[src/rtl/rf_dump_reader.sv]
// rf_dump_reader
// Debug read-out engine for the 32-entry register file. A start pulse freezes
// the CPU (halt_req), walks a contiguous address range that may wrap past the
// top of the file, reads each register through a combinational RF read port
// and streams the words out over a valid/ready link.
//
// Ports
//   clk, rst               rising-edge clock, async active-high reset
//   start, abort           begin a dump (IDLE only) / cancel a running dump
//   first_addr, last_addr  inclusive range, latched when start is accepted
//   rf_addr, rf_data       RF read port (data valid in the same cycle)
//   out_valid, out_ready   output handshake
//   out_data, out_addr     word and its register index
//   out_last               word is the final one of the range
//   busy, halt_req         dump in progress / CPU freeze request
//   done                   one-cycle pulse after the final handshake
//
// state | meaning
// IDLE  | waiting for start, cur_addr held from the last dump
// FETCH | rf_addr = cur_addr, capture rf_data into the output register
// SEND  | out_valid high, waiting for the handshake
// DONE  | final word delivered, done pulse, back to IDLE

module rf_dump_reader #(
  parameter int ADDR_W = 5,
  parameter int DATA_W = 32
) (
  input  logic              clk,
  input  logic              rst,
  input  logic              start,
  input  logic              abort,
  input  logic [ADDR_W-1:0] first_addr,
  input  logic [ADDR_W-1:0] last_addr,
  output logic [ADDR_W-1:0] rf_addr,
  input  logic [DATA_W-1:0] rf_data,
  output logic              out_valid,
  input  logic              out_ready,
  output logic [DATA_W-1:0] out_data,
  output logic [ADDR_W-1:0] out_addr,
  output logic              out_last,
  output logic              busy,
  output logic              halt_req,
  output logic              done
);

  typedef enum logic [1:0] {
    IDLE  = 2'd0,
    FETCH = 2'd1,
    SEND  = 2'd2,
    DONE  = 2'd3
  } state_t;

  state_t            state, state_nxt;
  logic [ADDR_W-1:0] cur_addr, cur_addr_nxt;
  logic [ADDR_W-1:0] end_addr, end_addr_nxt;
  logic [DATA_W-1:0] out_data_nxt;
  logic [ADDR_W-1:0] out_addr_nxt;
  logic              out_last_nxt;
  logic              out_valid_nxt;

  always_ff @(posedge clk or posedge rst) begin
    if (rst) begin
      state     <= IDLE;
      cur_addr  <= '0;
      end_addr  <= '0;
      out_data  <= '0;
      out_addr  <= '0;
      out_last  <= 1'b0;
      out_valid <= 1'b0;
    end else begin
      state     <= state_nxt;
      cur_addr  <= cur_addr_nxt;
      end_addr  <= end_addr_nxt;
      out_data  <= out_data_nxt;
      out_addr  <= out_addr_nxt;
      out_last  <= out_last_nxt;
      out_valid <= out_valid_nxt;
    end
  end

  always_comb begin
    state_nxt     = state;
    cur_addr_nxt  = cur_addr;
    end_addr_nxt  = end_addr;
    out_data_nxt  = out_data;
    out_addr_nxt  = out_addr;
    out_last_nxt  = out_last;
    out_valid_nxt = out_valid;

    case (state)
      IDLE: begin
        // start beats a simultaneous abort; abort has no meaning here anyway
        if (start) begin
          cur_addr_nxt = first_addr;
          end_addr_nxt = last_addr;
          state_nxt    = FETCH;
        end
      end

      FETCH: begin
        if (abort) begin
          out_valid_nxt = 1'b0;
          out_last_nxt  = 1'b0;
          state_nxt     = IDLE;
        end else begin
          out_data_nxt  = rf_data;
          out_addr_nxt  = cur_addr;
          out_last_nxt  = (cur_addr == end_addr);
          out_valid_nxt = 1'b1;
          state_nxt     = SEND;
        end
      end

      SEND: begin
        // abort wins over a handshake in the same cycle: that word is dropped
        if (abort) begin
          out_valid_nxt = 1'b0;
          out_last_nxt  = 1'b0;
          state_nxt     = IDLE;
        end else if (out_ready) begin
          out_valid_nxt = 1'b0;
          if (out_last) begin
            state_nxt = DONE;
          end else begin
            cur_addr_nxt = cur_addr + 1'b1;  // wraps modulo 2^ADDR_W
            state_nxt    = FETCH;
          end
        end
      end

      DONE: begin
        if (abort) begin
          out_valid_nxt = 1'b0;
          out_last_nxt  = 1'b0;
        end
        state_nxt = IDLE;
      end

      default: begin
        state_nxt = IDLE;
      end
    endcase
  end

  assign rf_addr  = cur_addr;
  assign busy     = (state != IDLE);
  assign halt_req = busy;
  // an abort landing on the DONE cycle suppresses the completion pulse
  assign done     = (state == DONE) && !abort;

endmodule
[config.mk]
export PLATFORM = sky130hd
export DESIGN_NAME = rf_dump_reader
export DESIGN_NICKNAME = d
export VERILOG_FILES = /design/src/rtl/rf_dump_reader.sv
export SDC_FILE = /design/constraint.sdc
export NUM_CORES = 1
export LEC_CHECK = 0
export ABC_AREA = 1
export BUFFER_PORTS_ARGS = -buffer_cell sky130_fd_sc_hd__buf_4
export CAP_MARGIN = 5
export CORE_ASPECT_RATIO = 1.2
export CORE_MARGIN = 1.5
export CORE_UTILIZATION = 47
export CTS_CLUSTER_DIAMETER = 120
export CTS_CLUSTER_SIZE = 25
export DETAILED_ROUTE_END_ITERATION = 7
export GPL_ROUTABILITY_DRIVEN = 0
export PLACE_DENSITY = 0.79
export SLEW_MARGIN = 20
export SYNTH_ARGS = -nofsm -noshare
export SYNTH_HDL_FRONTEND = slang
export SYNTH_SLANG_ARGS = --single-unit
export TNS_END_PERCENT = 50
[constraint.sdc]
create_clock -name clk -period 1.66 [get_ports clk]
set_input_delay 0.249 -clock clk [delete_from_list [all_inputs] [get_ports clk]]
set_output_delay 0.249 -clock clk [all_outputs]
set_load 0.05 [all_outputs]
## Yosys cells after proc, flatten, opt, wreduce, memory -nomap -nowiden

Cells that the tools add are included.
Widths: inputs -> output; s select.

- $add $sub $neg: 1
- Equality and inequality tests: 11
- Multiplexer cells: 18
- Bitwise logic cells: 1
- Reductions and logical operators: 14

Operators with widths:

| cell | number |
|---|---|
| $mux 5 | 4 |
| $mux 2 | 5 |
| $ne 2x2->1 const B | 5 |
| $pmux 5 s2 | 1 |
| $pmux 2 s4 | 1 |
| $reduce_and 2->1 | 4 |
| $reduce_bool 2->1 | 3 |
| $add 5x1->5 const B | 1 |
| $eq 5x5->1 | 1 |
| $mux 1 | 5 |
| $reduce_and 5->1 | 1 |
| $eq 2x2->1 const B | 2 |
| $ne 3x3->1 const B | 1 |
| $pmux 1 s3 | 1 |
| $reduce_and 3->1 | 1 |
| $reduce_bool 3->1 | 1 |
| $eq 2x1->1 const B | 1 |
| $logic_not 2->1 | 1 |
| $ne 2x1->1 const B | 1 |
| $pmux 1 s2 | 1 |
| $reduce_or 2->1 | 1 |
| $logic_and 1x1->1 | 1 |
| $logic_not 1->1 | 1 |
| $not 1->1 | 1 |

- Register bits after elaboration: 51
- Bits of input ports: 47
- Output and inout port bits: 47
- Logic and storage cells: 52

## Depth between registers and ports, before layout

- Word-level depth: 5
- Depth in mapped cells: 7
- Gate-level depth less buffers: 7

## Worst setup path after synthesis

Ideal clock, no wire load.

- Path type: reg-to-output
- Start point: register state[0]
- End point: output port done
- Arrival time: 1.648 ns
- Setup slack: -0.237 ns
- Stages on the path, launching flop included: 3
- Path buffers: 0
- Path through: dfrtp_1 inv_2 nor3_1

- Longest elaborated chain between the ends: 2

Ends and longest elaborated chain:

| what | RTL line | RTL |
|---|---|---|
| start, declared | 53 | `state_t state, state_nxt;` |
| start signal, assigned | 71 | `state <= state_nxt;` |
| $eq 2x2->1 | 149 | `assign done = (state == DONE) && !abort;` |
| $logic_and 1x1->1 | 149 |  |
| end, declared | 43 | `output logic done` |

Every way passes these cells.

## Worst setup path in the final report

Same ends and word-level chain as after synthesis.

==> results_dict.tcl <==
set metrics [dict create \
    finalWirelength_um 5130 \
    cts_tree "yes" \
    worst_hold_slack_ns 0.130 \
    grtUsageTotal 0.221 \
    r2r_cells 5 \
    initial_core_util 0.483 \
    cts_root_buf "clkbuf_8" \
    cts_resized 0 \
    grt_max_degree 35 \
    final_antenna_net_count 0 \
    status "finished, final reports clean" \
    critPathKind "register to output pin" \
    cts.clk_slew.worst_paths_ns 0.09 \
    viasPerCell 4.77 \
    finalSetupTns_ns 0 \
    final_common_cell "nand2_1" \
    cts_hold_buf 1 \
    max_slew_margin 0.663 \
    io_pins 94 \
    worst_slew_pin_slew_ns 0.505 \
    syn_avg_cell_area_um2 8.35 \
    setup-violations-final 0 \
    areaGrowthSynthToFinish_pct 39.6 \
    layout_common_cells "nand2_1 (137), buf_4 (95), dfrtp_1 (51)" \
    clock-skew-final_ns 0.00590 \
    port_buffers 93 \
    ys_types 22 \
    maxCapViolCount 0 \
    syn_area_um2 2200 \
    arrival_ns 1.35 \
    h-tree-depth 2 \
    syn-num-nets 312 \
    fin_nets 407 \
    row_count 27 \
    hp-class "input pin to register" \
    grt_pass1_wl_um 8740 \
    yosysWarnings 0 \
    hpwl_um 3790 \
    cp_max_fo 4 \
    power.static_leakage_nw 1.73 \
    drt_first_pass_iters 4 \
    maxSlewViolCount 0 \
    grt.overflow.total 0 \
    vdd_ir_drop_max_mv 1.06 \
    antenna_found_initial 0 \
    clk_path_buf_depth 2 \
    die_w_um 65.5 \
    post-route-min-period_ns 1.60 \
    design.die.area_um2 5110 \
    max_freq_mhz 624 \
    postCtsSetupBuffers 0 \
    grt_pass1_vias 1945 \
    syn_inst 264 \
    clock_latency_ns 0.30 \
    drive_gt1_frac 0.323 \
    final_area_um2 3080 \
    critPathCaptureType "output pin" \
    wl_per_cell_um 12.3 \
    vias 1990 \
    finalCritPeriodShare 0.966 \
    worst_ep_required_time_ns 1.41 \
    drc 0 \
    crit_path_start_kind "register" \
    die_h_um 78.0 \
    rsz0062_at_grt "no" \
    synth-seq-cells 51 \
    placed_cell_area_um2 2960 \
    min_path_cells 3 \
    clkSinkCount 51 \
    hold_viol 0 \
    cts_inserted_buffers 5 \
    final_core_util 0.675 \
    core_region_area_um2 4560 \
    num_antenna_cells 0 \
    drtIter0Drc 108 \
    n_fill_cell 411 \
    powerDensity_nw_per_um2 2300 \
    seq_area_frac_synth 0.579 \
]
-- critical path, stage by stage (launching register included) --
cell	delay, ns
dfrtp_1	0.54
inv_2	0.10
nor3_2	0.19
buf_4	0.22
-- cells in the mapped netlist --
master	count	area, µm²
ha_1	1	12.5
dfrtp_1	51	1280
nor2_4	2	22.5
buf_2	4	20.0
buf_4	4	30.0
inv_2	4	15.0
o21ai_2	1	8.76
nor2_1	12	45.0
clkbuf_1	1	3.75
o21ai_1	7	35.0
o21ai_0	6	30.0
xnor2_1	1	8.76
nand4_1	1	6.26
nor3_1	1	5.00
nand2_4	2	22.5
a21oi_1	5	25.0
inv_1	12	45.0
nand3_1	9	45.0
nand3_4	1	17.5
xor2_1	1	8.76
nand2_2	1	6.26
nand2_1	137	514
-- logic make-up after synthesis --
logic type,Yosys count,synth area share
flip-flops,51,0.579
XOR/XNOR,2,0.00795
adder cells (fa/ha/maj),1,0.00568
AO/OA/AOI/OAI,19,0.0449
AND/OR/NAND/NOR,166,0.311
buffers and inverters,25,0.0517
-- final timing paths --
check,startpoint,end,slack (ns)
worst min-delay path,rf_data[12],out_data[12],0.13
worst max-delay path,state[0],done,0.06
max in group asynchronous,rst,rf_addr[0],0.67
min in group asynchronous,rst,out_data[12],0.49
worst max register to register,state[1],out_data[21],0.33
worst min register to register,out_data[26],out_data[26],0.49
-- final cells by class --
| class | count | area (µm²) | share of cell area |
|---|---|---|---|
| Tap cell | 58 | 72.6 | 0.0236 |
| Inverter | 16 | 60.1 | 0.0195 |
| Clock buffer | 5 | 68.8 | 0.0224 |
| Clock inverter | 2 | 37.5 | 0.0122 |
| Timing Repair Buffer | 97 | 743 | 0.242 |
| Sequential cell | 51 | 1280 | 0.415 |
| Multi-Input combinational cell | 188 | 818 | 0.266 |
-- where the power goes --
group / total, W / internal (W) / leakage (nW) / switching [W]
registers: 0.00224 / 0.00181 / 0.633 / 0.000424
logic: 0.00400 / 0.00117 / 1.04 / 0.00283
clock network: 0.000849 / 0.000441 / 0.0502 / 0.000408
-- through the flow --
| stage | worst slack, ns | total power [W] | std cells |
|---|---|---|---|
| final | 0.0566 | 0.00708 | 417 |
| after global routing | 0.00573 | 0.00752 | 417 |
| after CTS | 0.0662 | 0.00713 | 417 |
| after detailed placement | 0.312 | 0.00628 | 409 |
| after global placement | 0.378 | 0.00619 | 409 |
| after floorplan | 0.181 | 0.00507 | 264 |
-- layer usage --
layer / up-vias / global-route usage / share of wire
met5: - / 0 / 0
met4: 0 / 0.0750 / 0.017
met3: 8 / 0.0493 / 0.045
met2: 60 / 0.387 / 0.54
met1: 924 / 0.266 / 0.40
li1: 998 / - / -
-- flip-flops by register name, summed over array words and instances (netlist names) --
signal / flops
out_data: 32
end_addr: 5
out_addr: 5
rf_addr: 5
state: 2
out_last: 1
out_valid: 1
(Power assumes the default switching activity.)
